### config.mk
export PLATFORM = sky130hd
export DESIGN_NAME = bus_arbiter_flat
export DESIGN_NICKNAME = d
export VERILOG_FILES = /design/src/rtl/bus_arbiter_pkg.sv /design/src/rtl/bus_arbiter_if.sv /design/src/rtl/bus_arbiter.sv /design/src/flat_wrapper.sv
export SDC_FILE = /design/constraint.sdc
export NUM_CORES = 1
export LEC_CHECK = 0
export ABC_AREA = 0
export BUFFER_PORTS_ARGS = -buffer_cell sky130_fd_sc_hd__buf_2
export CAP_MARGIN = 20
export CORE_AREA = 2 2 95 189
export CTS_CLUSTER_SIZE = 25
export DETAILED_ROUTE_END_ITERATION = 10
export DIE_AREA = 0 0 97 191
export GPL_ROUTABILITY_DRIVEN = 0
export PLACE_DENSITY = 0.7
export SYNTH_ARGS = -nofsm -noshare
export SYNTH_HDL_FRONTEND = slang
export SYNTH_SLANG_ARGS = --single-unit
export TNS_END_PERCENT = 5
### constraint.sdc
create_clock -name clk -period 2.5 [get_ports clk]
set_input_delay 0.25 -clock clk [delete_from_list [all_inputs] [get_ports clk]]
set_output_delay 0.25 -clock clk [all_outputs]
set_load 0.03 [all_outputs]
### src/rtl/bus_arbiter_pkg.sv
// Shared encodings for the instruction/data memory bus arbiter.
// The arbiter states, requester owner and bus size codes are defined here.
package bus_arbiter_pkg;

  typedef enum logic [1:0] {
    ARB_IDLE = 2'd0,
    ARB_ADDR = 2'd1,
    ARB_WAIT = 2'd2
  } arb_state_e;

  typedef enum logic {
    OWN_INST = 1'b0,
    OWN_DATA = 1'b1
  } arb_owner_e;

  typedef enum logic [1:0] {
    SIZE_BYTE = 2'd0,
    SIZE_HALF = 2'd1,
    SIZE_WORD = 2'd2
  } bus_size_e;

endpackage

### src/rtl/bus_arbiter_if.sv
// SRAM-like memory bus between the arbiter (master) and the memory system (slave).
// A transaction is an address phase closed by bus_addr_ok, then a data phase closed by bus_data_ok.
interface bus_arbiter_if #(
  parameter int ADDR_W = 32,
  parameter int DATA_W = 32
) ();

  logic              bus_req;
  logic              bus_wr;
  logic [1:0]        bus_size;
  logic [ADDR_W-1:0] bus_addr;
  logic [DATA_W-1:0] bus_wdata;
  logic              bus_addr_ok;
  logic              bus_data_ok;
  logic [DATA_W-1:0] bus_rdata;

  modport master (
    output bus_req,
    output bus_wr,
    output bus_size,
    output bus_addr,
    output bus_wdata,
    input  bus_addr_ok,
    input  bus_data_ok,
    input  bus_rdata
  );

  modport slave (
    input  bus_req,
    input  bus_wr,
    input  bus_size,
    input  bus_addr,
    input  bus_wdata,
    output bus_addr_ok,
    output bus_data_ok,
    output bus_rdata
  );

endinterface

### src/rtl/bus_arbiter.sv
// Shares one SRAM-like bus between instruction fetch and data memory, one transaction at a time, data first.
// Define BUS_ARB_PERF_EN to add completed-transaction and stall-cycle counter outputs.
module bus_arbiter
  import bus_arbiter_pkg::*;
#(
  parameter int ADDR_W = 32,
  parameter int DATA_W = 32
) (
  input  logic              clk,
  input  logic              resetn,
  input  logic              pipe_stall,
  input  logic              flush,
  input  logic              inst_req,
  input  logic [ADDR_W-1:0] inst_addr,
  output logic [DATA_W-1:0] inst_rdata,
  input  logic              data_req,
  input  logic              data_wr,
  input  logic [1:0]        data_size,
  input  logic [ADDR_W-1:0] data_addr,
  input  logic [DATA_W-1:0] data_wdata,
  output logic [DATA_W-1:0] data_rdata,
  output logic              stallreq_from_if,
  output logic              stallreq_from_mem,
`ifdef BUS_ARB_PERF_EN
  output logic [31:0]       perf_inst_cnt,
  output logic [31:0]       perf_data_cnt,
  output logic [31:0]       perf_stall_cnt,
`endif
  bus_arbiter_if.master     bus
);

  arb_state_e        state_q;
  arb_owner_e        owner_q;
  logic              discard_q;
  logic              bus_req_q;
  logic              bus_wr_q;
  bus_size_e         bus_size_q;
  logic [ADDR_W-1:0] bus_addr_q;
  logic [DATA_W-1:0] bus_wdata_q;

  logic              inst_done_q, inst_done_d;
  logic              data_done_q, data_done_d;
  logic [DATA_W-1:0] inst_rdata_q, inst_rdata_d;
  logic [DATA_W-1:0] data_rdata_q, data_rdata_d;
  logic              inst_fin, data_fin;

  // A fetch killed by flush, earlier in flight or in its completion cycle, never reaches the stage.
  always_comb begin
    inst_fin = 1'b0;
    data_fin = 1'b0;
    if (state_q == ARB_WAIT && bus.bus_data_ok) begin
      if (owner_q == OWN_DATA) begin
        data_fin = 1'b1;
      end else if (!discard_q && !flush) begin
        inst_fin = 1'b1;
      end
    end

    inst_done_d = inst_done_q;
    if (inst_done_q && !pipe_stall) inst_done_d = 1'b0;
    if (flush)                      inst_done_d = 1'b0;
    if (inst_fin)                   inst_done_d = 1'b1;

    data_done_d = data_done_q;
    if (data_done_q && !pipe_stall) data_done_d = 1'b0;
    if (data_fin)                   data_done_d = 1'b1;

    inst_rdata_d = inst_fin ? bus.bus_rdata : inst_rdata_q;
    data_rdata_d = data_fin ? bus.bus_rdata : data_rdata_q;
  end

  always_ff @(posedge clk or negedge resetn) begin
    if (!resetn) begin
      inst_done_q  <= 1'b0;
      data_done_q  <= 1'b0;
      inst_rdata_q <= '0;
      data_rdata_q <= '0;
    end else begin
      inst_done_q  <= inst_done_d;
      data_done_q  <= data_done_d;
      inst_rdata_q <= inst_rdata_d;
      data_rdata_q <= data_rdata_d;
    end
  end

  // Bus fields are latched at issue so they stay stable for the whole address phase.
  always_ff @(posedge clk or negedge resetn) begin
    if (!resetn) begin
      state_q     <= ARB_IDLE;
      owner_q     <= OWN_INST;
      discard_q   <= 1'b0;
      bus_req_q   <= 1'b0;
      bus_wr_q    <= 1'b0;
      bus_size_q  <= SIZE_BYTE;
      bus_addr_q  <= '0;
      bus_wdata_q <= '0;
    end else begin
      if (flush && owner_q == OWN_INST && state_q != ARB_IDLE) discard_q <= 1'b1;
      case (state_q)
        ARB_IDLE: begin
          if (data_req && !data_done_q) begin
            owner_q     <= OWN_DATA;
            bus_req_q   <= 1'b1;
            bus_wr_q    <= data_wr;
            bus_size_q  <= bus_size_e'(data_size);
            bus_addr_q  <= data_addr;
            bus_wdata_q <= data_wdata;
            state_q     <= ARB_ADDR;
          end else if (inst_req && !inst_done_q && !flush) begin
            owner_q     <= OWN_INST;
            bus_req_q   <= 1'b1;
            bus_wr_q    <= 1'b0;
            bus_size_q  <= SIZE_WORD;
            bus_addr_q  <= inst_addr;
            bus_wdata_q <= '0;
            state_q     <= ARB_ADDR;
          end
        end
        ARB_ADDR: begin
          if (bus.bus_addr_ok) begin
            bus_req_q <= 1'b0;
            state_q   <= ARB_WAIT;
          end
        end
        ARB_WAIT: begin
          if (bus.bus_data_ok) begin
            if (owner_q == OWN_INST) discard_q <= 1'b0;
            state_q <= ARB_IDLE;
          end
        end
        default: begin
          bus_req_q <= 1'b0;
          state_q   <= ARB_IDLE;
        end
      endcase
    end
  end

  assign bus.bus_req   = bus_req_q;
  assign bus.bus_wr    = bus_wr_q;
  assign bus.bus_size  = bus_size_q;
  assign bus.bus_addr  = bus_addr_q;
  assign bus.bus_wdata = bus_wdata_q;

  assign inst_rdata        = inst_rdata_q;
  assign data_rdata        = data_rdata_q;
  assign stallreq_from_if  = inst_req && !inst_done_q;
  assign stallreq_from_mem = data_req && !data_done_q;

`ifdef BUS_ARB_PERF_EN
  logic [31:0] perf_inst_q, perf_data_q, perf_stall_q;

  always_ff @(posedge clk or negedge resetn) begin
    if (!resetn) begin
      perf_inst_q  <= '0;
      perf_data_q  <= '0;
      perf_stall_q <= '0;
    end else begin
      if (inst_fin) perf_inst_q <= perf_inst_q + 32'd1;
      if (data_fin) perf_data_q <= perf_data_q + 32'd1;
      if (stallreq_from_if || stallreq_from_mem) perf_stall_q <= perf_stall_q + 32'd1;
    end
  end

  assign perf_inst_cnt  = perf_inst_q;
  assign perf_data_cnt  = perf_data_q;
  assign perf_stall_cnt = perf_stall_q;
`endif

endmodule

### src/flat_wrapper.sv
// flat-port wrapper written by rule: the top's interface ports become plain ports
module bus_arbiter_flat import bus_arbiter_pkg::*;
#(
  parameter int ADDR_W = 32,
  parameter int DATA_W = 32
)
  (clk, resetn, pipe_stall, flush, inst_req, inst_addr, inst_rdata, data_req, data_wr, data_size, data_addr, data_wdata, data_rdata, stallreq_from_if, stallreq_from_mem, bus_bus_req, bus_bus_wr, bus_bus_size, bus_bus_addr, bus_bus_wdata, bus_bus_addr_ok, bus_bus_data_ok, bus_bus_rdata);
  bus_arbiter_if #(.ADDR_W(ADDR_W), .DATA_W(DATA_W)) bus_i ();
  input  logic clk;
  input  logic resetn;
  input  logic pipe_stall;
  input  logic flush;
  input  logic inst_req;
  input  logic [ADDR_W-1:0] inst_addr;
  output logic [DATA_W-1:0] inst_rdata;
  input  logic data_req;
  input  logic data_wr;
  input  logic [1:0] data_size;
  input  logic [ADDR_W-1:0] data_addr;
  input  logic [DATA_W-1:0] data_wdata;
  output logic [DATA_W-1:0] data_rdata;
  output logic stallreq_from_if;
  output logic stallreq_from_mem;
  output wire logic [$bits(bus_i.bus_req)-1:0] bus_bus_req;
  output wire logic [$bits(bus_i.bus_wr)-1:0] bus_bus_wr;
  output wire logic [$bits(bus_i.bus_size)-1:0] bus_bus_size;
  output wire logic [$bits(bus_i.bus_addr)-1:0] bus_bus_addr;
  output wire logic [$bits(bus_i.bus_wdata)-1:0] bus_bus_wdata;
  input wire logic [$bits(bus_i.bus_addr_ok)-1:0] bus_bus_addr_ok;
  input wire logic [$bits(bus_i.bus_data_ok)-1:0] bus_bus_data_ok;
  input wire logic [$bits(bus_i.bus_rdata)-1:0] bus_bus_rdata;
  assign bus_bus_req = bus_i.bus_req;
  assign bus_bus_wr = bus_i.bus_wr;
  assign bus_bus_size = bus_i.bus_size;
  assign bus_bus_addr = bus_i.bus_addr;
  assign bus_bus_wdata = bus_i.bus_wdata;
  assign bus_i.bus_addr_ok = bus_bus_addr_ok;
  assign bus_i.bus_data_ok = bus_bus_data_ok;
  assign bus_i.bus_rdata = bus_bus_rdata;
  bus_arbiter #(.ADDR_W(ADDR_W), .DATA_W(DATA_W)) u_core (.clk(clk), .resetn(resetn), .pipe_stall(pipe_stall), .flush(flush), .inst_req(inst_req), .inst_addr(inst_addr), .inst_rdata(inst_rdata), .data_req(data_req), .data_wr(data_wr), .data_size(data_size), .data_addr(data_addr), .data_wdata(data_wdata), .data_rdata(data_rdata), .stallreq_from_if(stallreq_from_if), .stallreq_from_mem(stallreq_from_mem), .bus(bus_i));
endmodule
=== Word-level counts from Yosys, hierarchy flattened ===
Cells that the tools add are included.

* Word-level logic and storage cells: 73
* Bits in latches: 0
* Memories kept: 0
* Memory bits (read-only): 0
* Memory bits (writable): 0
* Register bits: 138

* Equal/unequal tests: 5
* Bitwise logic cells: 2
* $lt $le $gt $ge: 0
* Div/mod/pow operators: 0
* Shifts and indexed selects: 0
* Add/subtract/negate cells: 0
* Muxes and demuxes: 32
* $mul: 0
* Reductions and logical operators: 22

{| class="wikitable"
|+ Operators with widths
! cell !! number
|-
| 2-to-1 mux 32 bit || 4
|-
| 2-to-1 mux 1 bit || 20
|-
| 2-to-1 mux 2 bit || 6
|-
| logical AND 1 bit || 9
|-
| case mux 2 bit (3 select lines) || 1
|-
| AND reduction 3 bit || 2
|-
| nonzero test 2 bit || 3
|-
| logical NOT 1 bit || 5
|-
| != test 2 bit (second input constant) || 2
|-
| != test 3 x 2 -> 1 bit (second input constant) || 1
|-
| case mux 1 bit (3 select lines) || 1
|-
| nonzero test 3 bit || 1
|-
| equality test 2 x 1 -> 1 bit (second input constant) || 1
|-
| equality test 2 bit (second input constant) || 1
|-
| logical NOT 2 bit || 1
|-
| inverter 1 bit || 2
|-
| AND reduction 2 bit || 1
|}

=== Longest topological paths before layout ===
* Word-level depth: 7
* Mapped depth: 6
* Depth with buffers taken out: 3

=== Least setup slack after synthesis ===
Ideal clock, no wire load.

* Path kind: register to register
* Start: register u_core.inst_done_q
* End: register u_core.bus_addr_q[24] (netlist: u_core.bus.bus_addr[24])
* Period minus slack after synthesis: 1432 ps
* Stages on the path, launching flop included: 6
* Buffers on the path: 2
* Arrival: 1294 ps
* Path slack: 1068 ps
* Data required time: 2363 ps
* Cell sequence: dfrtp_1 or3b_1 buf_6 buf_6 o31ai_1 a2bb2oi_1

* Longest elaborated chain between the ends: 5

{| class="wikitable"
|+ Ends and longest elaborated chain
! item !! line !! text
|-
| from (decl) || bus_arbiter.sv:41 || <nowiki>logic inst_done_q, inst_done_d;</nowiki>
|-
| from (signal assigned) || bus_arbiter.sv:79 || <nowiki>inst_done_q <= inst_done_d;</nowiki>
|-
| logical NOT 1 bit || bus_arbiter.sv:109 || <nowiki>end else if (inst_req && !inst_done_q && !flush) begin</nowiki>
|-
| logical AND 1 bit (2 in a row) || bus_arbiter.sv:109 ||
|-
| nonzero test 2 bit (no line) || - ||
|-
| AND reduction 2 bit (no line) || - ||
|-
| to (signal assigned) || bus_arbiter.sv:106 || <nowiki>bus_addr_q <= data_addr;</nowiki>
|-
| to (signal assigned) || bus_arbiter.sv:114 || <nowiki>bus_addr_q <= inst_addr;</nowiki>
|-
| to (decl) || bus_arbiter.sv:38 || <nowiki>logic [ADDR_W-1:0] bus_addr_q;</nowiki>
|}

Every way passes these cells.
A chain may end at the register's enable or synchronous reset.

=== Worst setup path after layout ===
* Start: register u_core.data_done_q
* End: output stallreq_from_mem

* Longest elaborated chain between the ends: 2

{| class="wikitable"
|+ Ends and longest elaborated chain
! item !! line !! text
|-
| from (decl) || bus_arbiter.sv:42 || <nowiki>logic data_done_q, data_done_d;</nowiki>
|-
| from (signal assigned) || bus_arbiter.sv:80 || <nowiki>data_done_q <= data_done_d;</nowiki>
|-
| logical NOT 1 bit || bus_arbiter.sv:148 || <nowiki>assign stallreq_from_mem = data_req && !data_done_q;</nowiki>
|-
| logical AND 1 bit || bus_arbiter.sv:148 ||
|-
| to (decl) || flat_wrapper.sv:23 || <nowiki>output logic stallreq_from_mem;</nowiki>
|}

Every way passes these cells.

==> metrics.txt <==
Syn Std Cell Area roughly 5900 um2; Port Buffers approximately 270; ys async rst share between 90% and 100%; Site Rows around 70; CTS Root Cell clkbuf_16; CTS sink count about 140; top cell type's share of synthesized area between 50% and 60%; worst hold slack between 0.06 and 0.07 ns; VDD IR max ~0.84 mV; H-tree levels 4; clock-pin transition on the worst setup and hold timing paths about 0.060 ns; Placed Cells incl. Taps between 800 and 900; Finished Layout Cells just under 900; Die ar. between 15000 and 20000 um2; Netlist cell types 32; Worst-Margin Slew 0.835 ns; outcome complete, no violations; minimum clock period 2.11 ns; num ports between 200 and 300; Final Cycle Share a little over four fifths; nets slightly above 800; Worst Hold Class in2reg; Syn-to-layout area delta 35.2%; core area roughly 17000 um2; Reg2Reg Setup Slack approximately 0.60 ns; register cell area after layout 3450 um2; Synth Register Bits 138; largest net degree at the start of global routing between 60 and 70; Initial DRC Count between 90 and 100; Die Span Y ~190 um; Max Cap Viol 0; Power Density 1470 nW/um2; GRT overflow 0; Hold Violations, Final 0; P_leak between 4 and 5 nW; DP HPWL 11000 um; crit end category primary output; vias after detailed routing about 4.4k; Top delay family on crit path buffers and inverters; Antenna Cells 0; Multi-input gate area approximately 2200 um2; Max Root-Sink Buffers 2; wire per inst 17.0 um; CP arrival roughly 1.9 ns; CP Launch Point u_core.data_done_q; cell taking the most area after synthesis dfrtp_1; Max Clk Rate between 400 and 500 MHz; PostCTS Resize Cnt 0; Fin Setup TNS 0 ns; fillcell total 1554; RR Startpoint u_core.state_q[1]; Worst Path Max Fanout 24; initial antenna violation count 2; Post-synth EDFFs 0; first-pass GRT wire length 24300 um; Synth Flop Type dfrtp_1; buffers plus inverters on the worst setup path 2; Syn Inst Count roughly 400; internal power a little under 7 mW; Die W slightly below 100 um; net count of the mapped netlist around 540; Final Setup Violations 0; Reg power frac between 30 and 40%; RSZ-0062 raised after global routing no; vias in the first global route between 4k and 5k; Sw Pwr roughly 4.9 mW; TritonCTS clock tree built; synth top area cells dfrtp_1 59%, mux2_2 7.4%, mux2_4 6.4%, a22o_1 5.0%, a2bb2oi_1 4.7%; Sw Share between 40% and 50%; Routed Antenna Nets 0; startpoint types flip-flop; Slowest-stage cell, CP nor2b_4; Max-slew headroom between 40% and 50%; DRT Pass-1 Iters 5; residual DRC count 0; routed vias/inst approximately 4.9; Worst Skew about 0.015 ns; kind of critical path reg2out; GRT Util Overall between 10% and 20%; Detailed Route WL 15100 um; Comb power frac a little under half; initial core utilization roughly a third; CP Cell Sequence nor2b_4 -> buf_4 -> buf_2; worst skew pair latency 0.41 ns; final slew viol count 0; register area share after synthesis just under 60%; Req. time, crit path approximately 2.3 ns; hold path start data_wdata[17]; Syn Area/Cell roughly 15 um2; cts bufs inserted 17; max incr delay on CP 0.41 ns; yosys warns 0; fraction of layout cells with a size suffix above 1 about three fifths; clock share of power 22.0%
## state kept, by name (all words and copies together) (netlist names), 2 cells and up
signal	cells
u_core.bus.bus_size	2
u_core.state_q	2
u_core.inst_rdata	32
u_core.bus.bus_wdata	32
u_core.data_rdata	32
u_core.bus.bus_addr	32
## Yosys cell counts, drive strengths merged (2+ instances only)
cell type / instances
nor2b: 3
a2bb2oi: 32
or3b: 33
dfrtp: 138
buf: 26
nand3b: 2
o21ai: 4
a22o: 34
mux2: 64
clkbuf: 9
nor2: 4
nand2: 6
nor3: 2
o31ai: 32
inv: 2
nand3: 2
a21oi: 2
## power groups by stage
stage	sequential [mW]	combinational, mW	clock (mW)
floorplan	5.72	1.91	0
global placement	3.81	5.31	0
detailed placement	3.83	5.37	0
CTS	3.82	5.38	2.66
global route	3.95	5.64	2.76
finish	3.82	5.31	2.57
## worst reg2reg max path, delay by kind of cell (launching register included)
| kind | cells | cell delay (ns) |
|---|---|---|
| mux | 1 | 0.49 |
| flops | 1 | 0.53 |
| simple gates | 2 | 0.76 |
## stage by stage
stage	instance area, um2	total power, mW	utilization [%]	setup WS, ns
CTS	7980	11.9	46.6	0.340
global route	7980	12.4	46.6	0.284
floorplan	5900	7.63	-	1.07
detailed placement	7360	9.20	43.0	0.605
finish	7980	11.7	46.6	0.392
global placement	7360	9.11	43.0	0.665
## cell families after synthesis
kind of cell,after synthesis,share of synthesized area (%)
muxes,64,13.8
DFF,138,58.5
AOI/OAI and AO/OA,108,15.7
and+or+nand+nor,55,7.57
buffers and inverters,37,4.43
## cell type report
class                   instances  share of cell area (%)
inverters                       2                  0.0941
repair buffers                281                    18.2
clock buffers                  20                    5.60
flip-flops and latches        138                    43.3
well taps                     210                    3.29
clock inverters                12                    2.04
multi-input cells             227                    27.5
## what timing repair did
| item | CTS | global route |
|---|---|---|
| hold buffers | 1 | 0 |
| endpoints found under the hold margin | 46 | 0 |
| setup buffers | 0 | 0 |
## per-layer routing
layer,GRT usage (%),wire [um]
met2,25.6,6820
met3,7.17,1720
met1,20.3,6120
met4,7.64,448
met5,0,27
## placed cells by master, fill, tap and decap left out, types with 4 or more instances in the layout
cell type  count
buf_2        271
buf_4          7
dfrtp_1      138
inv_6          4
a22o_1        34
o31ai_1       27
o31ai_2        5
mux2_4        25
or3b_2        32
mux2_2        39
clkbuf_16     17
a2bb2oi_1     32
nand2_1        6
## final timing paths
path	to	depth (start not counted)
min in group asynchronous	u_core.bus.bus_addr[23]	2
setup reg to reg	u_core.inst_rdata[5]	3
setup / recovery	stallreq_from_mem	3
hold reg to reg	u_core.bus.bus_size[1]	1
hold / removal	u_core.bus.bus_wdata[17]	2
max in group asynchronous	u_core.data_rdata[8]	3
Note: power is estimated with default switching activity, not from simulation.
